[src/rtl/store_buffer.sv]
// Store buffer between the MEM stage and data/IO memory: decodes lane enables,
// lane-replicated data and the target region at enqueue, then drains entries in order.
module store_buffer #(
    parameter int DEPTH = 2
) (
    input  logic        clk,
    input  logic        rst_n,
    input  logic        st_valid,
    output logic        st_ready,
    input  logic [1:0]  st_type,
    input  logic [31:0] st_addr,
    input  logic [31:0] st_data,
    output logic        mem_req,
    input  logic        mem_ack,
    output logic [1:0]  mem_sel,
    output logic [29:0] mem_addr,
    output logic [3:0]  mem_we,
    output logic [31:0] mem_wdata,
    output logic        store_err,
    output logic        empty
);

    localparam int AW = $clog2(DEPTH);
    localparam int PW = AW + 1;

    localparam logic [1:0] ST_SB = 2'd0;
    localparam logic [1:0] ST_SH = 2'd1;
    localparam logic [1:0] ST_SW = 2'd2;

    localparam logic [1:0] SEL_IOMEM = 2'd0;
    localparam logic [1:0] SEL_DMEM  = 2'd1;

    logic [PW-1:0] wr_ptr_reg, wr_ptr_next;
    logic [PW-1:0] rd_ptr_reg, rd_ptr_next;
    logic          ready_en_reg;
    logic          store_err_reg, store_err_next;

    logic [1:0]  sel_mem   [DEPTH];
    logic [29:0] addr_mem  [DEPTH];
    logic [3:0]  we_mem    [DEPTH];
    logic [31:0] wdata_mem [DEPTH];

    logic [1:0]  sel_dec;
    logic [3:0]  we_dec;
    logic [31:0] wdata_dec;
    logic        region_err;
    logic        align_err;
    logic        st_err;

    logic          full;
    logic          accept;
    logic          enq;
    logic          deq;
    logic [AW-1:0] head;

    // Region decode from the top address nibble
    always_comb begin
        sel_dec    = SEL_IOMEM;
        region_err = 1'b0;
        case (st_addr[31:28])
            4'h1:    sel_dec = SEL_DMEM;
            4'h8:    sel_dec = SEL_IOMEM;
            default: region_err = 1'b1;
        endcase
    end

    always_comb begin
        we_dec    = 4'b0000;
        align_err = 1'b0;
        case (st_type)
            ST_SB: we_dec = 4'b0001 << st_addr[1:0];
            ST_SH: begin
                we_dec    = 4'b0011 << {st_addr[1], 1'b0};
                align_err = st_addr[0];
            end
            ST_SW: begin
                we_dec    = 4'b1111;
                align_err = |st_addr[1:0];
            end
            default: align_err = 1'b1;
        endcase
    end

    assign st_err = region_err | align_err;

    // Each byte lane picks its source byte so narrow stores land on any enabled lane
    for (genvar gi = 0; gi < 4; gi++) begin : g_lane
        assign wdata_dec[8*gi +: 8] = (st_type == ST_SB) ? st_data[7:0] :
                                      (st_type == ST_SH) ? st_data[8*(gi%2) +: 8] :
                                                           st_data[8*gi +: 8];
    end

    assign full     = (wr_ptr_reg[AW] != rd_ptr_reg[AW]) &&
                      (wr_ptr_reg[AW-1:0] == rd_ptr_reg[AW-1:0]);
    assign empty    = (wr_ptr_reg == rd_ptr_reg);
    assign st_ready = ready_en_reg & ~full;

    assign accept = st_valid & st_ready;
    assign enq    = accept & ~st_err;
    assign deq    = mem_req & mem_ack;

    assign wr_ptr_next    = wr_ptr_reg + PW'(enq);
    assign rd_ptr_next    = rd_ptr_reg + PW'(deq);
    assign store_err_next = accept & st_err;

    always_ff @(posedge clk or negedge rst_n) begin
        if (!rst_n) begin
            wr_ptr_reg    <= '0;
            rd_ptr_reg    <= '0;
            ready_en_reg  <= 1'b0;
            store_err_reg <= 1'b0;
        end else begin
            wr_ptr_reg    <= wr_ptr_next;
            rd_ptr_reg    <= rd_ptr_next;
            ready_en_reg  <= 1'b1;
            store_err_reg <= store_err_next;
        end
    end

    // Entry payload needs no reset: validity is carried entirely by the pointers
    always_ff @(posedge clk) begin
        if (enq) begin
            sel_mem[wr_ptr_reg[AW-1:0]]   <= sel_dec;
            addr_mem[wr_ptr_reg[AW-1:0]]  <= st_addr[31:2];
            we_mem[wr_ptr_reg[AW-1:0]]    <= we_dec;
            wdata_mem[wr_ptr_reg[AW-1:0]] <= wdata_dec;
        end
    end

    assign head      = rd_ptr_reg[AW-1:0];
    assign mem_req   = ~empty;
    assign mem_sel   = sel_mem[head];
    assign mem_addr  = addr_mem[head];
    assign mem_we    = mem_req ? we_mem[head] : 4'b0000;
    assign mem_wdata = wdata_mem[head];
    assign store_err = store_err_reg;

endmodule

[config.mk]
export PLATFORM = sky130hd
export DESIGN_NAME = store_buffer
export DESIGN_NICKNAME = d
export VERILOG_FILES = /design/src/rtl/store_buffer.sv
export SDC_FILE = /design/constraint.sdc
export NUM_CORES = 1
export LEC_CHECK = 0
export CAP_MARGIN = 20
export CELL_PAD_IN_SITES_DETAIL_PLACEMENT = 2
export CELL_PAD_IN_SITES_GLOBAL_PLACEMENT = 2
export CORE_UTILIZATION = 35
export DETAILED_ROUTE_END_ITERATION = 12
export PLACE_DENSITY_LB_ADDON = 0.1
export SKIP_LAST_GASP = 1
export SLEW_MARGIN = 40
export SYNTH_ARGS = -nofsm -noshare
export SYNTH_HDL_FRONTEND = slang
export SYNTH_SLANG_ARGS = --single-unit
[constraint.sdc]
create_clock -name clk -period 4 [get_ports clk]
set_input_delay 1 -clock clk [delete_from_list [all_inputs] [get_ports clk]]
set_output_delay 1 -clock clk [all_outputs]
set_load 0.01 [all_outputs]
* After elaboration in Yosys (flattened, before gate mapping) *
Memories as Yosys holds them, arrays and structs flattened.
Cells that the tools add are included.

cells by class
  $add $sub $neg = 2
  $mul = 0
  divide/modulo/power cells = 0
  magnitude comparators = 0
  equal/unequal tests = 7
  shift operators = 2
  muxes and demuxes = 12
  bitwise gates (word level) = 9
  reductions and logical operators = 4

operator list
  operator                                         number
  2-to-1 mux 8 bit                                 5
  case mux 4 bit (3 select lines)                  1
  bitwise AND 1 bit                                5
  adder 2 x 1 -> 2 bit                             2
  == test 4 x 1 -> 1 bit, second input constant    1
  == test 4 bit, second input constant             1
  2-to-1 mux 1 bit                                 4
  2-to-1 mux 4 bit                                 1
  OR reduction 2 bit                               2
  left shift 1 x 2 -> 4 bit, first input constant  1
  left shift 2 x 2 -> 4 bit, first input constant  1
  inverter 1 bit                                   3
  case mux 1 bit (3 select lines)                  1
  == test 2 x 1 -> 1 bit, second input constant    1
  == test 2 bit                                    1
  == test 2 bit, second input constant             1
  logical NOT 2 bit                                1
  == test 1 bit                                    1
  logical AND 1 bit                                1
  inequality test 1 bit                            1
  bitwise OR 1 bit                                 1

storage, ports and cells
  register bits after elaboration = 6
  bits in latches = 0
  RAM bits = 134
  ROM bits = 0
  input bits = 70
  output and inout port bits = 72
  logic and storage cells = 44
  memories = 4

memory list
  name       depth  width  read ports  clocked after Yosys merged registers in  wr ports  RTL line  text
  wdata_mem  2      32     1           0                                        1         41        logic [31:0] wdata_mem [DEPTH];
  addr_mem   2      30     1           0                                        1         39        logic [29:0] addr_mem [DEPTH];
  we_mem     2      4      1           0                                        1         40        logic [3:0] we_mem [DEPTH];
  sel_mem    2      1      1           0                                        1         38        logic [1:0] sel_mem [DEPTH];

* Depth between registers and ports, before layout *
  depth after elaboration = 8
  mapped depth = 6
  depth with buffers taken out = 5

* Worst setup path after synthesis *
Ideal clock, no wire load.

  path kind = input port to flip-flop
  from = input st_type[0]
  to = memory addr_mem[1][0] (enable)
  library setup time = 434 ps
  arrival = 3334 ps
  required time = 3566 ps
  slack = 232 ps
  cell stages on the path = 5
  buffers on the path = 1
  cell sequence = buf_4 nor3_1 o211ai_1 nor3b_2 ha_1

on the way
  word-level cells in the longest chain between the ends = 7
  elaborated cells on any way between the ends = 9
  classes of those cells = eq/ne: 2; mux: 3; bitwise: 3; reduce/logical: 1

RTL lines
  what                                        RTL line  text
  start: declaration                          10        input logic [1:0] st_type,
  == test 2 bit (tied with other cells)       70        case (st_type)
  case mux 1 bit (3 select lines) (*)         70
  bitwise OR 1 bit (*)                        84        assign st_err = region_err | align_err;
  inverter 1 bit (*)                          99        assign enq = accept & ~st_err;
  bitwise AND 1 bit (*)                       99
  2-to-1 mux 1 bit (*)                        122       if (enq) begin
  2-to-1 mux 1 bit (implied by the code) (*)  124       addr_mem[wr_ptr_reg[AW-1:0]] <= st_addr[31:2];
  end: declaration                            39

Mark *: on every way between the ends. The rest lies on a longest branch, timed or not.

* Final worst setup path *
  from = register rd_ptr_reg[0]
  to = output mem_wdata[24]

on the way
  word-level cells in the longest chain between the ends = 1

RTL lines
  what                      RTL line  text
  start: declaration        34        logic [PW-1:0] rd_ptr_reg, rd_ptr_next;
  start signal: assignment  114       rd_ptr_reg <= rd_ptr_next;
  memory read (2 x 32 bit)  --
  end: declaration          18        output logic [31:0] mem_wdata,

Every way passes these cells.

==> flow_summary.ini <==
[cells_and_area]
postLayoutCellArea_um2 = 7980
final_cells = 683
antennaDiodeCount = 0
n_fill_cell = 1503
fin_util = 0.498
final_nets = 527
layout-drive-gt1-share = 0.257
largest_register_ffs = 64
areaGrowthSynthToFinish_pct = 38.4

[logic_synthesis]
ys_warn_count = 0
synth_top_area_share = 0.698
avgSynthCellArea_um2 = 19.1
ys_ff_latch = 140
synthTopCellsByArea = edfxtp_1 (70%), mux2_2 (10%), mux2_4 (6.8%)
synth-seq-area-share = 0.724
yosysTopAreaCell = edfxtp_1
synth_nets = 375
synthCells = 302
ys_types = 29
syn_area_um2 = 5760

[detailed_routing]
drt-initial-drc-count = 122
drt_wl_total_mm = 13.7
vias_per_cell = 4.66
vias = 3181
routedWlPerCell_um = 20.1
drc = 0
postRouteAntennaNets = 0
firstDrtPassIters = 4

[sta]
timing.fmax_mhz = 276
max-slew-margin-rel = 0.480
fin_crit_sh = 0.906
hold_ws_ns = 0.487
finalWorstSetupSlack_ns = 0.375
finalMaxSlewViolations = 0
grt_setup_unrepaired = false
skew_ns = 0.00384
worst_pin_slew_ns = 0.780
finalHoldViolCount = 0
setup_viol = 0
fin_tns_setup_ns = 0
min_period_ns = 3.63

[power]
power_mw = 4.55
leakage_nw = 2.79
power_frac_clock = 0.328
power_density_nw_per_um2 = 570
swShare = 0.262
p_seq_frac = 0.393
p_comb_frac = 0.279
p_int_mw = 3.35
ir_drop_mv = 0.363
p_sw_mw = 1.19

[run_status]
outcome = completed

[placed_design]
place_ws_ns = 0.657
dpl_cell_area_um2 = 7420
portBuffers = 140
post-dp-hpwl_mm = 9.46
place.gp.congestion = 0.690
placedCellCount = 651

[die]
die_x_um = 130
rows = 46
initial_utilization = 0.360
die_area_um2 = 17000
die_h_um = 130
ios = 142
coreArea_um2 = 16000

[clocking]
postCtsSetupBuffers = 0
cts_buffers = 17
clockBufferDepth = 2
holdBufCountCts = 0
cts_tree = built
path_clk_slew_ns = 0.06
worstSkewPairLatency_ns = 0.41
htreeDepth = 4
root_buffer = clkbuf_16
clock-sinks = 140
post_cts_resized = 0

[global_route]
grt_pass1_vias = 3556
grt_pass1_wl_mm = 20.7
grtUsageTotal = 0.171
overflow = 0
grt_max_degree = 46
antenna_found_initial = 1

[setup_path]
critical_path_class = flop to primary output
worst_path_max_delay_cell = dfrtp_4
cp_data_arrival_time_ns = 2.63
crit_path_end_kind = primary output
crit_family = flip-flops
worstPathRequired_ns = 3.00
setup.worst_path.start_class = flop
crit_path_max_incr_delay_ns = 0.89
worst-path-buf-inv = 2
crit_chain = buf_4 > mux2_2 > clkdlybuf4s50_1
crit_path_max_fanout = 45

[min_path]
hold_path.class = flop to flop

[flow_run]
drv_cap = 0
worst register-to-register path, delay by kind of cell, from the launching register on:
kind | cells | cell delay (ns)
DFF | 1 | 0.89
and+or+nand+nor | 2 | 0.52
adders and majority gates | 1 | 0.38
buffers and inverters | 1 | 0.32
xor gates and xnor gates | 1 | 0.27
cell type report:
class	instances	area, um2	share of cell area
repair buffers	148	1500	0.188
clock buffers	19	433	0.0543
clock inverters	13	126	0.0158
inverters	4	15.0	0.00188
multi-input cells	143	1450	0.182
flip-flops and latches	140	4180	0.524
well taps	216	270	0.0339
routing by layer:
layer	global-route usage	share of wire
met5	0	0
met4	0.0723	0.016
met3	0.0545	0.062
met2	0.286	0.49
met1	0.203	0.43
kinds of logic (layout without fill, tap and decap cells):
logic type | after synthesis | after routing | synth area share
mux | 93 | 93 | 0.196
flops | 140 | 140 | 0.724
xor+xnor | 5 | 5 | 0.00760
fa+ha+maj | 3 | 3 | 0.00651
compound gates | 16 | 16 | 0.0143
buf+inv | 19 | 184 | 0.0280
simple gates | 24 | 24 | 0.0226
other cells | 2 | 2 | 0.00130
Yosys cell counts, drive strengths merged:
cell type and n:
buf 14, ha 3, o211ai 1, nand2b 2
dfrtp 6, mux2 79, nor4b 1, nor2 7
clkbuf 1, nor2b 1, conb 2, mux2i 14
a21oi 5, inv 4, o21ai 10, and2 1
xor2 5, and3b 1, nor3b 1, nand2 9
edfxtp 134, nor3 1
worst paths after layout:
| kind | startpoint | endpoint | slack (ns) | depth (start not counted) |
|---|---|---|---|---|
| setup / recovery | rd_ptr_reg[0] | mem_wdata[24] | 0.37 | 3 |
| hold / removal | rd_ptr_reg[1] | rd_ptr_reg[1] | 0.49 | 1 |
| setup reg to reg | rd_ptr_reg[0] | addr_mem[1][6] | 1.29 | 5 |
| hold reg to reg | rd_ptr_reg[1] | rd_ptr_reg[1] | 0.49 | 1 |
| max in group asynchronous | rst_n | rd_ptr_reg[0] | 2.93 | 1 |
| min in group asynchronous | rst_n | ready_en_reg | 0.83 | 1 |
placed cells by master, fill, tap and decap left out, types with 9 or more instances in the layout:
master / synthesis / layout
clkbuf_16: 0 / 17
clkdlybuf4s50_1: 0 / 140
edfxtp_1: 134 / 134
mux2_2: 53 / 53
mux2_4: 26 / 26
mux2i_1: 14 / 14
nand2_1: 9 / 9
o21ai_0: 10 / 10
power by group through the flow:
| stage | Combinational (mW) | Sequential [mW] | Clock (mW) |
|---|---|---|---|
| 4_1_cts | 1.29 | 1.79 | 1.52 |
| 6_report | 1.27 | 1.79 | 1.49 |
| 3_3_place_gp | 1.27 | 1.82 | 0 |
| 5_1_grt | 1.35 | 1.80 | 1.57 |
| 2_1_floorplan | 0.814 | 1.70 | 0 |
| 3_5_place_dp | 1.28 | 1.82 | 0 |
Note: power is estimated with default switching activity, not from simulation.
